<file path="config.mk">
export PLATFORM = sky130hd
export DESIGN_NAME = regfile
export DESIGN_NICKNAME = d
export VERILOG_FILES = /design/src/rtl/regfile_pkg.sv /design/src/rtl/reg_scoreboard.sv /design/src/rtl/regfile.sv
export SDC_FILE = /design/constraint.sdc
export NUM_CORES = 2
export LEC_CHECK = 0
export BUFFER_PORTS_ARGS = -buffer_cell sky130_fd_sc_hd__clkbuf_2
export CAP_MARGIN = 40
export CORE_MARGIN = 4
export CORE_UTILIZATION = 45
export CTS_BUF_LIST = sky130_fd_sc_hd__clkbuf_8 sky130_fd_sc_hd__clkbuf_16
export DETAILED_ROUTE_END_ITERATION = 7
export PLACE_DENSITY = 0.69
export SLEW_MARGIN = 20
export SYNTH_ARGS = -nofsm -noshare
export SYNTH_HDL_FRONTEND = slang
export SYNTH_SLANG_ARGS = --single-unit
</file>
<file path="constraint.sdc">
create_clock -name clk -period 40.7 [get_ports clk]
set_input_delay 6.105 -clock clk [delete_from_list [all_inputs] [get_ports clk]]
set_output_delay 6.105 -clock clk [all_outputs]
set_load 0.005 [all_outputs]
</file>
<file path="src/rtl/regfile_pkg.sv">
// Core package: register-file sizing shared by decode, regfile and write-back.
package regfile_pkg;

    localparam int unsigned REG_ADDR_W = 5;
    localparam int unsigned NUM_REGS   = 32;

    typedef logic [REG_ADDR_W-1:0] reg_addr_t;

    function automatic logic [NUM_REGS-1:0] addr_onehot(input reg_addr_t addr);
        addr_onehot = NUM_REGS'(1) << addr;
    endfunction

endpackage

</file>
<file path="src/rtl/reg_scoreboard.sv">
// Pending-write tracker: one busy bit per architectural register, x0 never busy.
module reg_scoreboard
    import regfile_pkg::*;
(
    input  logic                  clk,
    input  logic                  rst,
    input  logic                  i_rd_wen,
    input  logic [REG_ADDR_W-1:0] i_rd_addr,
    input  logic                  i_lock_en,
    input  logic [REG_ADDR_W-1:0] i_lock_addr,
    input  logic [REG_ADDR_W-1:0] i_rs1_addr,
    input  logic [REG_ADDR_W-1:0] i_rs2_addr,
    output logic                  o_rs1_busy,
    output logic                  o_rs2_busy
);

    logic [NUM_REGS-1:0] busy_q;
    logic [NUM_REGS-1:0] busy_d;
    logic [NUM_REGS-1:0] clr_mask;
    logic [NUM_REGS-1:0] set_mask;

    // Set is applied after clear so a new lock outlives a retiring write.
    always_comb begin
        clr_mask  = '0;
        set_mask  = '0;
        if (i_rd_wen) clr_mask = addr_onehot(i_rd_addr);
        if (i_lock_en) set_mask = addr_onehot(i_lock_addr);
        busy_d    = (busy_q & ~clr_mask) | set_mask;
        busy_d[0] = 1'b0;
    end

    always_ff @(posedge clk or posedge rst) begin
        if (rst) begin
            busy_q <= '0;
        end else begin
            busy_q <= busy_d;
        end
    end

    // A same-cycle write-back resolves the hazard, matching the data bypass.
    always_comb begin
        o_rs1_busy = 1'b0;
        o_rs2_busy = 1'b0;
        if (!rst) begin
            o_rs1_busy = busy_q[i_rs1_addr] & ~(i_rd_wen & (i_rd_addr == i_rs1_addr));
            o_rs2_busy = busy_q[i_rs2_addr] & ~(i_rd_wen & (i_rd_addr == i_rs2_addr));
        end
    end

endmodule

</file>
<file path="src/rtl/regfile.sv">
// Integer register file: 2 combinational read ports with write bypass, 1 write port,
// plus a busy scoreboard for outstanding long-latency destinations.
module regfile
    import regfile_pkg::*;
#(
    parameter int unsigned DATA_WIDTH = 32
) (
    input  logic                  clk,
    input  logic                  rst,
    input  logic                  i_rd_wen,
    input  logic [REG_ADDR_W-1:0] i_rd_addr,
    input  logic [DATA_WIDTH-1:0] i_rd_wdata,
    input  logic [REG_ADDR_W-1:0] i_rs1_addr,
    input  logic [REG_ADDR_W-1:0] i_rs2_addr,
    output logic [DATA_WIDTH-1:0] o_rs1_data,
    output logic [DATA_WIDTH-1:0] o_rs2_data,
    input  logic                  i_lock_en,
    input  logic [REG_ADDR_W-1:0] i_lock_addr,
    output logic                  o_rs1_busy,
    output logic                  o_rs2_busy
);

    logic [DATA_WIDTH-1:0] regs_q [NUM_REGS];
    logic [DATA_WIDTH-1:0] regs_d [NUM_REGS];

    // Entry 0 is pinned to zero so x0 costs no storage.
    always_comb begin
        regs_d = regs_q;
        if (i_rd_wen && (i_rd_addr != '0)) begin
            regs_d[i_rd_addr] = i_rd_wdata;
        end
        regs_d[0] = '0;
    end

    always_ff @(posedge clk or posedge rst) begin
        if (rst) begin
            for (int i = 0; i < NUM_REGS; i++) begin
                regs_q[i] <= '0;
            end
        end else begin
            regs_q <= regs_d;
        end
    end

    always_comb begin
        o_rs1_data = '0;
        o_rs2_data = '0;
        if (!rst && (i_rs1_addr != '0)) begin
            o_rs1_data = (i_rd_wen && (i_rd_addr == i_rs1_addr)) ? i_rd_wdata : regs_q[i_rs1_addr];
        end
        if (!rst && (i_rs2_addr != '0)) begin
            o_rs2_data = (i_rd_wen && (i_rd_addr == i_rs2_addr)) ? i_rd_wdata : regs_q[i_rs2_addr];
        end
    end

    reg_scoreboard u_scoreboard (
        .clk         (clk),
        .rst         (rst),
        .i_rd_wen    (i_rd_wen),
        .i_rd_addr   (i_rd_addr),
        .i_lock_en   (i_lock_en),
        .i_lock_addr (i_lock_addr),
        .i_rs1_addr  (i_rs1_addr),
        .i_rs2_addr  (i_rs2_addr),
        .o_rs1_busy  (o_rs1_busy),
        .o_rs2_busy  (o_rs2_busy)
    );

endmodule

</file>
==> flow_metrics.env <==
export IMPL_run_status="complete, but fails checks"
export IMPL_violations="design-rule violations"
export IMPL_timing_setup_critical_path_class="input pin to primary output"
export IMPL_ioPinCount=122
export IMPL_timing_critical_path_mode_cell="sky130_fd_sc_hd__buf_4"
export IMPL_wire_per_inst_um=32.83
export IMPL_timing_rr_end="regs_q[733]$_DFFE_PP0P_"
export IMPL_final_period_utilization=0.4014
export IMPL_cellLeakagePower_nw=26.76
export IMPL_yosys_register_bits=1023
export IMPL_area_growth_pct=10.82
export IMPL_floorplan_initialDensity=0.4554
export IMPL_reg2reg_setup_slack_ns=39.89
export IMPL_post_route_min_period_ns=16.34
export IMPL_cts_sinks=1023
export IMPL_clockRootBuffer="sky130_fd_sc_hd__clkbuf_16"
export IMPL_fmaxAchievable_mhz=61.21
export IMPL_rsz0062_at_grt="no"
export IMPL_drc=2
export IMPL_syn_cell_area_mm2=0.05572
export IMPL_synth_enable_flop_cells=0
export IMPL_design_die_area_mm2=0.1295
export IMPL_postSynth_asyncResetShare=1.000
export IMPL_most_common_library_cell_in_the_layout_ignoring_fill_and_taps="sky130_fd_sc_hd__mux2_2"
export IMPL_seq_power_share=0.455
export IMPL_layout_common_cells="sky130_fd_sc_hd__mux2_2 (1071), sky130_fd_sc_hd__dfrtp_1 (1023), sky130_fd_sc_hd__mux4_2 (379), sky130_fd_sc_hd__mux2i_1 (223), sky130_fd_sc_hd__clkbuf_2 (113)"
export IMPL_skew_ns=0
export IMPL_cts_repair_timing_setup_buffer_count=0
export IMPL_cts_htree_levels=3
export IMPL_crit_fanout=14
export IMPL_post_synth_inst_count=3960
export IMPL_worst_pin_slew_ns=1.074
export IMPL_timing_hold_worst_class="flip-flop to flip-flop"
export IMPL_post_dp_hpwl_um=109300
export IMPL_initial_drc_count=4313
export IMPL_drt_pass1_iter_count=8
export IMPL_hold_violations=0
export IMPL_syn_nets=4016
export IMPL_post_dp_cell_area_mm2=0.05794
export IMPL_cell_rows=128
export IMPL_post_route_cells_drive_above_1_share=0.4894
export IMPL_nets=3955
export IMPL_grt_overflow_total=0
export IMPL_yosysWarningCount=0
export IMPL_critical_path_slowest_cell="sky130_fd_sc_hd__inv_1"
export IMPL_syn_mean_instance_area_um2=14.07
export IMPL_max_cap_viol_count=0
export IMPL_internal_power_mw=2.171
export IMPL_rr_startpoint="regs_q[733]$_DFFE_PP0P_"
export IMPL_core_area_mm2=0.1224
export IMPL_crit_path_end_kind="primary output"
export IMPL_slew_headroom=0.2842
export IMPL_hold_fix_buffers_at_cts=0
export IMPL_finalSetupViolations=0
export IMPL_grt_pass1_vias=38370
export IMPL_power_frac_comb=0.205
export IMPL_cts_clk_slew_worst_paths_ns=0.06
export IMPL_power_switching_mw=0.8309
export IMPL_hold_path_startpoint="u_scoreboard.busy_q[24]$_DFF_PP0_"
export IMPL_yosys_cell_types_count=55
export IMPL_global_route_usage_total=0.2784
export IMPL_count_of_final_max_slew_check_failures=0
export IMPL_route_final_wire_length_um=184300
export IMPL_initial_antenna_violation_count=11
export IMPL_numPortBuffers=121
export IMPL_crit_path_max_incr_delay_ns=0.71
export IMPL_worstPathBufferInverterCount=7
export IMPL_seq_area_frac_synth=0.4594
export IMPL_postCtsResizedCells=0
export IMPL_crit_chain="clkbuf_2 -> buf_4 -> clkinv_1 -> buf_4 -> a21o_1 -> inv_1 -> nand2_1 -> buf_4 -> a31oi_1 -> clkbuf_2"
export IMPL_post_place_ws_ns=24.53
export IMPL_finalWorstSetupSlack_ns=24.36
export IMPL_floorplan_die_width_um=359.9
export IMPL_worst_min_delay_path_endpoint="u_scoreboard.busy_q[24]$_DFF_PP0_"
export IMPL_fillers=10410
export IMPL_sum_of_negative_setup_slack_ns=0
export IMPL_ant_nets=0
export IMPL_clock_insertion_delay_worst_skew_ns=0.70
export IMPL_power_switching_share=0.2767
export IMPL_cts_path_max_buffers=3
export IMPL_top_ff_cell_synth="sky130_fd_sc_hd__dfrtp_1"
export IMPL_cts_inserted_buffers=108
export IMPL_hold_worst_slack_ns=0.5151
export IMPL_routed_via_density=6.816
export IMPL_power_density_mw_per_mm2=48.61
export IMPL_critical_path_startpoint_type="input pin"
export IMPL_reg2regPathDepth=1
export IMPL_fp_dieH_um=359.9
export IMPL_clock_power_share=0.340
export IMPL_tritoncts_clock_tree="done"
export IMPL_wire_length_of_the_first_global_routing_pass_um=268700
export IMPL_min_delay_path_depth=2
export IMPL_timing_critical_path_arrival_ns=10.23
export IMPL_maximum_number_of_pins_on_one_net_before_global_route_repair=158
export IMPL_routabilityCongestion=0.8398
export IMPL_post_route_cell_area_mm2=0.06176
export IMPL_kind_of_cell_adding_the_most_delay_to_the_critical_path="buffers and inverters"
export IMPL_critPathRequiredTime_ns=34.59
export IMPL_via_count=38260
export IMPL_worst_ir_drop_vdd_uv=34.98
-- per-layer routing --
layer  global-route usage  part of all wire  wire (um)
met5             0.004720           0.00064        118
met4               0.1270             0.051       9403
met3              0.06734              0.10      18850
met2               0.4218              0.45      83220
met1               0.3815              0.39      72710
-- cell usage after synthesis, types with 18 or more instances --
cell                       count  area share
sky130_fd_sc_hd__mux2_2     1071        0.22
sky130_fd_sc_hd__dfrtp_1    1023        0.46
sky130_fd_sc_hd__mux4_2      379        0.15
sky130_fd_sc_hd__mux2i_1     223       0.040
sky130_fd_sc_hd__clkbuf_1    185       0.012
sky130_fd_sc_hd__nor2_1      126      0.0085
sky130_fd_sc_hd__nand2_1     105      0.0071
sky130_fd_sc_hd__buf_2       100      0.0090
sky130_fd_sc_hd__o22ai_1      84      0.0094
sky130_fd_sc_hd__a22oi_1      71      0.0096
sky130_fd_sc_hd__buf_4        59      0.0079
sky130_fd_sc_hd__buf_1        55      0.0037
sky130_fd_sc_hd__a31oi_1      50      0.0056
sky130_fd_sc_hd__o21ai_0      49      0.0044
sky130_fd_sc_hd__nand3_1      33      0.0030
sky130_fd_sc_hd__o311ai_0     25      0.0039
sky130_fd_sc_hd__a211oi_1     24      0.0032
sky130_fd_sc_hd__a22o_1       23      0.0036
sky130_fd_sc_hd__a221oi_1     22      0.0035
sky130_fd_sc_hd__buf_6        22      0.0044
sky130_fd_sc_hd__o221ai_1     18      0.0028
-- worst min-delay path: cells and delay by family, from the launching register on --
family	cells	cell delay, ns
compound gates	1	0.06
flops	1	0.37
simple gates	1	0.06
-- power by group through the flow --
stage	registers, mW	logic [mW]	clock network, mW
after floorplan	1.33	0.488	0
final	1.37	0.617	1.02
after detailed placement	1.38	0.612	0
after CTS	1.36	0.614	1.03
after global placement	1.36	0.593	0
after global routing	1.39	0.661	1.07
-- stage by stage --
stage,util,instances,power (mW)
finish,0.5047,5613,3.002
global route,0.5046,5607,3.121
CTS,0.5033,5598,3.001
detailed placement,0.4735,5407,1.988
global placement,0.4686,5380,1.955
floorplan,-,3960,1.821
-- registers in the layout, summed over array words and instances (netlist names) --
name	flops
regs_q	992
u_scoreboard.busy_q	31
-- worst max path at each step --
stage / start / end / slack, ns / cells after the start
3_5_place_dp: i_rs2_addr[0] / o_rs2_data[15] / 24.53 / 10
5_1_grt: i_rs2_addr[0] / o_rs2_data[13] / 24.28 / 9
2_1_floorplan: rst / o_rs1_data[29] / 2.60 / 4
3_3_place_gp: i_rs2_addr[0] / o_rs2_data[15] / 24.53 / 10
4_1_cts: i_rs2_addr[0] / o_rs2_data[15] / 24.52 / 10
6_report: i_rs2_addr[3] / o_rs2_data[30] / 24.36 / 10
-- kinds of logic after synthesis --
| family | count (synthesis) | share of synthesized area |
|---|---|---|
| AND/OR/NAND/NOR | 344 | 0.02789 |
| multiplexers | 1673 | 0.4097 |
| AO/OA/AOI/OAI | 477 | 0.06285 |
| buffers and inverters | 433 | 0.03864 |
| flip-flops | 1023 | 0.4594 |
| XOR/XNOR | 10 | 0.001572 |
-- layout make-up --
class,count,area [um^2],area share
multi-input combinational,2504,28200,0.4567
clock inverter,51,485.5,0.007861
tap,1625,2033,0.03292
antenna,8,20.02,0.0003242
inverter,11,51.30,0.0008307
timing repair buffer,251,2208,0.03576
sequential,1023,25600,0.4145
clock buffer,140,3154,0.05108
No activity file was read; power rests on OpenSTA's default activity.
